### src/rtl/md5_round_ctrl.sv
// md5_round_ctrl: runs one 512-bit MD5 compression as 64 single-cycle rounds.
// Owns the A/B/C/D working registers, the chaining state, the round counter
// and the per-round schedule (fcalc select, message index, shift, K constant).
//
// Ports:
//   clk, reset            rising-edge clock, synchronous active-high reset
//   in_valid/in_ready     block handshake from the padding/block feeder
//   in_first              1 = first block of a message (chaining reloads from IV)
//   in_block[511:0]       message block, word M[j] = in_block[32j+31:32j]
//   out_valid/out_ready   digest handshake to the consumer
//   digest[127:0]         {D,C,B,A} chaining state, A in [31:0]
//   busy                  high while rounds or the final add are in progress
//   round_idx[5:0]        current round index (debug)

module md5_fcalc (
  input  logic [1:0]  sel,
  input  logic [31:0] b,
  input  logic [31:0] c,
  input  logic [31:0] d,
  output logic [31:0] f
);
  always_comb begin
    f = '0;
    unique case (sel)
      2'd0: f = (b & c) | (~b & d);
      2'd1: f = (b & d) | (c & ~d);
      2'd2: f = b ^ c ^ d;
      2'd3: f = c ^ (b | ~d);
    endcase
  end
endmodule

module md5_round_ctrl #(
  parameter logic [31:0] IV_A = 32'h67452301,
  parameter logic [31:0] IV_B = 32'hefcdab89,
  parameter logic [31:0] IV_C = 32'h98badcfe,
  parameter logic [31:0] IV_D = 32'h10325476
) (
  input  logic         clk,
  input  logic         reset,
  input  logic         in_valid,
  output logic         in_ready,
  input  logic         in_first,
  input  logic [511:0] in_block,
  output logic         out_valid,
  input  logic         out_ready,
  output logic [127:0] digest,
  output logic         busy,
  output logic [5:0]   round_idx
);

  typedef enum logic [1:0] {ST_IDLE, ST_ROUND, ST_FINAL, ST_DONE} state_t;

  localparam logic [31:0] K_ROM [64] = '{
    32'hd76aa478, 32'he8c7b756, 32'h242070db, 32'hc1bdceee,
    32'hf57c0faf, 32'h4787c62a, 32'ha8304613, 32'hfd469501,
    32'h698098d8, 32'h8b44f7af, 32'hffff5bb1, 32'h895cd7be,
    32'h6b901122, 32'hfd987193, 32'ha679438e, 32'h49b40821,
    32'hf61e2562, 32'hc040b340, 32'h265e5a51, 32'he9b6c7aa,
    32'hd62f105d, 32'h02441453, 32'hd8a1e681, 32'he7d3fbc8,
    32'h21e1cde6, 32'hc33707d6, 32'hf4d50d87, 32'h455a14ed,
    32'ha9e3e905, 32'hfcefa3f8, 32'h676f02d9, 32'h8d2a4c8a,
    32'hfffa3942, 32'h8771f681, 32'h6d9d6122, 32'hfde5380c,
    32'ha4beea44, 32'h4bdecfa9, 32'hf6bb4b60, 32'hbebfbc70,
    32'h289b7ec6, 32'heaa127fa, 32'hd4ef3085, 32'h04881d05,
    32'hd9d4d039, 32'he6db99e5, 32'h1fa27cf8, 32'hc4ac5665,
    32'hf4292244, 32'h432aff97, 32'hab9423a7, 32'hfc93a039,
    32'h655b59c3, 32'h8f0ccc92, 32'hffeff47d, 32'h85845dd1,
    32'h6fa87e4f, 32'hfe2ce6e0, 32'ha3014314, 32'h4e0811a1,
    32'hf7537e82, 32'hbd3af235, 32'h2ad7d2bb, 32'heb86d391
  };

  state_t         state_q, state_d;
  logic [5:0]     i_q, i_d;
  logic [31:0]    a_q, a_d, b_q, b_d, c_q, c_d, d_q, d_d;
  logic [31:0]    ch_a_q, ch_a_d, ch_b_q, ch_b_d;
  logic [31:0]    ch_c_q, ch_c_d, ch_d_q, ch_d_d;
  logic [511:0]   blk_q, blk_d;
  logic [127:0]   digest_q, digest_d;

  // Round schedule
  logic [1:0]     sel;
  logic [3:0]     i4;
  logic [3:0]     g;
  logic [4:0]     s;
  logic [31:0]    f;
  logic [31:0]    m_word;
  logic [31:0]    t_sum;
  logic [63:0]    rot_full;
  logic [31:0]    rot;

  md5_fcalc u_fcalc (
    .sel (sel),
    .b   (b_q),
    .c   (c_q),
    .d   (d_q),
    .f   (f)
  );

  always_comb begin
    sel = i_q[5:4];
    i4  = i_q[3:0];
    g   = '0;
    unique case (sel)
      2'd0: g = i4;
      2'd1: g = i4 * 4'd5 + 4'd1;
      2'd2: g = i4 * 4'd3 + 4'd5;
      2'd3: g = i4 * 4'd7;
    endcase

    s = '0;
    unique case ({sel, i_q[1:0]})
      4'b00_00: s = 5'd7;   4'b00_01: s = 5'd12;
      4'b00_10: s = 5'd17;  4'b00_11: s = 5'd22;
      4'b01_00: s = 5'd5;   4'b01_01: s = 5'd9;
      4'b01_10: s = 5'd14;  4'b01_11: s = 5'd20;
      4'b10_00: s = 5'd4;   4'b10_01: s = 5'd11;
      4'b10_10: s = 5'd16;  4'b10_11: s = 5'd23;
      4'b11_00: s = 5'd6;   4'b11_01: s = 5'd10;
      4'b11_10: s = 5'd15;  4'b11_11: s = 5'd21;
    endcase

    m_word   = blk_q[{g, 5'd0} +: 32];
    t_sum    = f + a_q + K_ROM[i_q] + m_word;
    // Upper half of the doubled word shifted left is the left rotation.
    rot_full = {t_sum, t_sum} << s;
    rot      = rot_full[63:32];
  end

  // State register and datapath registers
  always_ff @(posedge clk) begin
    if (reset) begin
      state_q  <= ST_IDLE;
      i_q      <= '0;
      a_q      <= '0;
      b_q      <= '0;
      c_q      <= '0;
      d_q      <= '0;
      ch_a_q   <= IV_A;
      ch_b_q   <= IV_B;
      ch_c_q   <= IV_C;
      ch_d_q   <= IV_D;
      blk_q    <= '0;
      digest_q <= {IV_D, IV_C, IV_B, IV_A};
    end else begin
      state_q  <= state_d;
      i_q      <= i_d;
      a_q      <= a_d;
      b_q      <= b_d;
      c_q      <= c_d;
      d_q      <= d_d;
      ch_a_q   <= ch_a_d;
      ch_b_q   <= ch_b_d;
      ch_c_q   <= ch_c_d;
      ch_d_q   <= ch_d_d;
      blk_q    <= blk_d;
      digest_q <= digest_d;
    end
  end

  // Next-state logic
  always_comb begin
    state_d = state_q;
    unique case (state_q)
      ST_IDLE:  if (in_valid)      state_d = ST_ROUND;
      ST_ROUND: if (i_q == 6'd63)  state_d = ST_FINAL;
      ST_FINAL:                    state_d = ST_DONE;
      ST_DONE:  if (out_ready)     state_d = ST_IDLE;
    endcase
  end

  // Datapath next values
  always_comb begin
    i_d      = i_q;
    a_d      = a_q;
    b_d      = b_q;
    c_d      = c_q;
    d_d      = d_q;
    ch_a_d   = ch_a_q;
    ch_b_d   = ch_b_q;
    ch_c_d   = ch_c_q;
    ch_d_d   = ch_d_q;
    blk_d    = blk_q;
    digest_d = digest_q;
    unique case (state_q)
      ST_IDLE: begin
        if (in_valid) begin
          blk_d = in_block;
          i_d   = '0;
          if (in_first) begin
            a_d    = IV_A;
            b_d    = IV_B;
            c_d    = IV_C;
            d_d    = IV_D;
            ch_a_d = IV_A;
            ch_b_d = IV_B;
            ch_c_d = IV_C;
            ch_d_d = IV_D;
          end else begin
            a_d = ch_a_q;
            b_d = ch_b_q;
            c_d = ch_c_q;
            d_d = ch_d_q;
          end
        end
      end
      ST_ROUND: begin
        a_d = d_q;
        d_d = c_q;
        c_d = b_q;
        b_d = b_q + rot;
        i_d = i_q + 6'd1;
      end
      ST_FINAL: begin
        ch_a_d   = ch_a_q + a_q;
        ch_b_d   = ch_b_q + b_q;
        ch_c_d   = ch_c_q + c_q;
        ch_d_d   = ch_d_q + d_q;
        digest_d = {ch_d_q + d_q, ch_c_q + c_q, ch_b_q + b_q, ch_a_q + a_q};
      end
      ST_DONE: ;
    endcase
  end

  // Outputs
  always_comb begin
    in_ready  = (state_q == ST_IDLE);
    out_valid = (state_q == ST_DONE);
    busy      = (state_q == ST_ROUND) || (state_q == ST_FINAL);
    round_idx = i_q;
    digest    = digest_q;
  end

endmodule

### config.mk
export PLATFORM = sky130hd
export DESIGN_NAME = md5_round_ctrl
export DESIGN_NICKNAME = d
export VERILOG_FILES = /design/src/rtl/md5_round_ctrl.sv
export SDC_FILE = /design/constraint.sdc
export NUM_CORES = 2
export LEC_CHECK = 0
export BUFFER_PORTS_ARGS = -buffer_cell sky130_fd_sc_hd__buf_2
export CAP_MARGIN = 10
export CORE_MARGIN = 4
export CORE_UTILIZATION = 24
export CTS_BUF_LIST = sky130_fd_sc_hd__clkbuf_16
export CTS_CLUSTER_DIAMETER = 120
export DETAILED_ROUTE_END_ITERATION = 8
export GPL_TIMING_DRIVEN = 0
export HOLD_SLACK_MARGIN = 0.15
export MAX_ROUTING_LAYER = met4
export PLACE_DENSITY_LB_ADDON = 0.05
export SYNTH_ARGS = -nofsm -noshare
export SYNTH_HDL_FRONTEND = slang
export SYNTH_HIERARCHICAL = 1
export SYNTH_SLANG_ARGS = --single-unit
### constraint.sdc
create_clock -name clk -period 22.2 [get_ports clk]
set_clock_uncertainty 0.1 [all_clocks]
set_input_delay 4.44 -clock clk [delete_from_list [all_inputs] [get_ports clk]]
set_output_delay 4.44 -clock clk [all_outputs]
set_load 0.005 [all_outputs]
==> reports/metrics.csv <==
stage,metric,value,unit
place,place_ws,5.96,ns
layout,fill_cells,25100,
power_and_ir_drop,p_int,5.11,mW
clock_tree,h-tree-depth,3,
global_routing,grt_max_degree,26,
hold_path,holdPathStages,2,
power_and_ir_drop,p_comb_frac,0.584,
sta,post-route-min-period,16.42,ns
global_routing,grt_pass1_wl,458000,microns
logic_synthesis,synth_edf_count,0,
clock_tree,cts_buffers,116,
route,vias,56700,
logic_synthesis,synth_area,55100,sq um
sta,timing_hold_violations_final,0,
critical_path,critPathMaxStageDelay,0.92,ns
power_and_ir_drop,max-vdd-ir-drop,110,uV
layout,seq_area,18200,sq um
clock_tree,clock_latency,0.84,ns
clock_tree,path_clk_slew,0.07,ns
sta,slew_headroom,0.0792,
route,dr.pass1.iters,6,
route,ant_nets,0,
critical_path,rr_endpoint,b_q[26]$_SDFFE_PP0P_,
logic_synthesis,synth_top_area_cell,dfxtp_1,
place,portBuffers,652,
place,gp_congestion,0.942,
critical_path,arrival,16.99,ns
critical_path,cp.required,22.78,ns
hold_path,worst_hold_startpoint,blk_q[386]$_SDFFE_PP0P_,
critical_path,start_kind,flip-flop,
logic_synthesis,ys_seq_area_frac,0.331,
floorplanning,coreArea,228000,sq um
logic_synthesis,synth_top_area_frac,0.331,
power_and_ir_drop,p_clk_frac,0.185,
logic_synthesis,synthFlopType,dfxtp_1,
status,status,"finished, final reports clean",
power_and_ir_drop,swShare,0.500,
logic_synthesis,synth_area_leaders,"dfxtp_1 33%, nand2_1 10%, a21oi_1 7.7%, mux4_2 6.5%, ha_1 5.3%",
layout,layout-drive-gt1-share,0.150,
floorplanning,die_h,487,microns
global_routing,antenna_found_initial,66,
critical_path,rr_startpoint,round_idx[0]$_SDFFE_PP0P_,
layout,utilization,0.290,
sta,layout_setup_ws,5.78,ns
hold_path,hp-class,flip-flop to flip-flop,
run,drv_cap,0,
sta,setup_tns,0,ns
critical_path,cp_common_cell,o21ai_0,
sta,fmax,0.0609,GHz
logic_synthesis,yosys-top-cells-count,"1,526 x nand2_1, 909 x dfxtp_1, 845 x a21oi_1",
logic_synthesis,netlist_instances,6921,
critical_path,path_max_fanout,16,
critical_path,crit_path_end_kind,flip-flop,
floorplanning,start_util,0.242,
layout,final_nets,8528,
route,drc_errors,0,
layout,area_delta_synth_final,20.1,%
power_and_ir_drop,pwr_density_cell,155,nW/um^2
clock_tree,postCtsHoldBufs,0,
route,vias_per_cell,5.22,
sta,setup_viol,0,
critical_path,rr_worst_depth,45,
place,hpwlAfterDp,274000,microns
global_routing,grt_pass1_vias,54900,
clock_tree,cts_resized,0,
logic_synthesis,synth_warnings,6,
clock_tree,cts_setup_buffers,0,
clock_tree,cts_tree,yes,
hold_path,hold_path_end,blk_q[386]$_SDFFE_PP0P_,
floorplanning,io_pins,654,
sta,worst_pin_slew,1.38,ns
clock_tree,root_buffer,clkbuf_16,
route,drtIter0Drc,5287,
logic_synthesis,ys_seq_elements,909,
critical_path,cp_slowest_cell,dfxtp_1,
layout,multiInputGateArea,33900,sq um
sta,post-route-period-util,0.740,
logic_synthesis,ys_async_sr_fraction,0,
global_routing,grt_overflow,0,
route,post_drt_wl_per_cell,31.2,microns
sta,report.final.slew_viol_count,0,
clock_tree,clock_path_buffers,3,
power_and_ir_drop,total_power,10.2,mW
power_and_ir_drop,p_switching,5.12,mW
critical_path,critical_path_class,flip-flop to flip-flop,
power_and_ir_drop,leakage,26.0,nW
power_and_ir_drop,p_seq_frac,0.231,
floorplanning,die_area,237000,sq um
sta,rsz0062_at_grt,false,
global_routing,track_usage,0.284,
critical_path,ff2ff_setup_slack,5.78,ns
logic_synthesis,yosysMostFrequentCell,nand2_1,
logic_synthesis,syn_nets,7744,
floorplanning,die_x,487,microns
logic_synthesis,synth_area_per_cell,7.96,sq um
logic_synthesis,synth_cell_type_count,92,
clock_tree,clkSinkCount,909,
floorplanning,row_count,175,
route,drt_wl_total,339000,microns
-- critical path, delay by kind of cell (launching register included) --
family	cells	cell delay, ns
XOR/XNOR	1	0.21
multiplexers	3	1.34
adder cells (fa/ha/maj)	6	2.44
AND/OR/NAND/NOR	4	0.80
AO/OA/AOI/OAI	22	5.86
flip-flops	1	0.92
buffers and inverters	9	4.58
-- cell families after synthesis --
kind of cell | share of synthesized area
xor gates and xnor gates | 0.0352
buffers and inverters | 0.0542
muxes | 0.0875
and+or+nand+nor | 0.192
DFF | 0.331
adders and majority gates | 0.0794
AOI/OAI and AO/OA | 0.222
-- through the flow --
step / cells / area, sq um / hold WS, ns
after floorplan: 6921 / 55100 / 0.333
after global placement: 10600 / 62100 / 0.340
after detailed placement: 10600 / 62300 / 0.343
after CTS: 10800 / 66000 / 0.352
after global routing: 10900 / 66100 / 0.365
final: 10900 / 66100 / 0.350
-- placed cells by master, fill, tap and decap left out, types with 46 or more instances in the layout --
cell type	netlist	routed
clkbuf_16	0	117
or3_1	58	58
fa_1	72	72
a21o_1	68	68
mux2i_1	92	92
nor2_1	509	508
a21oi_1	845	844
xnor2_1	171	171
a31oi_1	56	56
inv_1	250	271
nor3_1	104	104
a211oi_1	139	139
a211o_1	47	47
ha_1	234	234
dfxtp_1	909	908
o211ai_1	83	83
o21ai_0	250	250
mux4_2	160	160
clkbuf_1	417	411
buf_2	22	677
nand3_1	69	69
o22ai_1	49	49
a22oi_1	50	50
and3_1	66	66
diode_2	0	46
nand2_1	1526	1526
-- routing by layer --
| metal | wire length, microns | share of wire | GRT usage | vias up |
|---|---|---|---|---|
| met4 | 12000 | 0.035 | 0.0861 | 0 |
| met1 | 150000 | 0.44 | 0.369 | 28100 |
| met2 | 156000 | 0.46 | 0.455 | 2140 |
| met5 | 0 | 0 | - | - |
| li1 | - | - | - | 26000 |
| met3 | 20400 | 0.060 | 0.0429 | 386 |
-- power by group through the flow --
stage | clock network, mW | logic, mW | registers, mW
floorplan | 0 | 3.88 | 2.09
global placement | 0 | 5.90 | 2.39
detailed placement | 0 | 5.89 | 2.39
CTS | 1.93 | 5.93 | 2.36
global route | 1.99 | 6.48 | 2.37
finish | 1.89 | 5.98 | 2.37
-- sequential cells by signal, summed over array words and instances (netlist names) --
register	flops
round_idx	6
a_q	32
c_q	32
digest	128
blk_q	512
s	5
ch_a_q	32
state_q	2
b_q	32
ch_d_q	32
ch_c_q	32
ch_b_q	32
d_q	32
-- cell type report --
type                            instances  share of cell area
Multi-Input combinational cell       5259               0.513
Sequential cell                       909               0.275
Tap cell                             3009              0.0569
Timing Repair Buffer                  666              0.0523
Clock buffer                          117              0.0443
Buffer                                499              0.0308
Inverter                              254              0.0144
Clock inverter                         98              0.0116
Antenna cell                           46             0.00174
-- worst max-delay path by stage --
stage / from / to / slack (ns) / cells past startpoint
after detailed placement: round_idx[0]$_SDFFE_PP0P_ / b_q[26]$_SDFFE_PP0P_ / 5.96 / 45
final: round_idx[0]$_SDFFE_PP0P_ / b_q[26]$_SDFFE_PP0P_ / 5.78 / 45
after global placement: round_idx[0]$_SDFFE_PP0P_ / b_q[26]$_SDFFE_PP0P_ / 5.83 / 45
after global routing: round_idx[0]$_SDFFE_PP0P_ / b_q[26]$_SDFFE_PP0P_ / 5.11 / 45
after floorplan: round_idx[2]$_SDFFE_PP0P_ / b_q[28]$_SDFFE_PP0P_ / 11.30 / 45
after CTS: round_idx[0]$_SDFFE_PP0P_ / b_q[26]$_SDFFE_PP0P_ / 5.90 / 45
No activity file was read; power rests on OpenSTA's default activity.
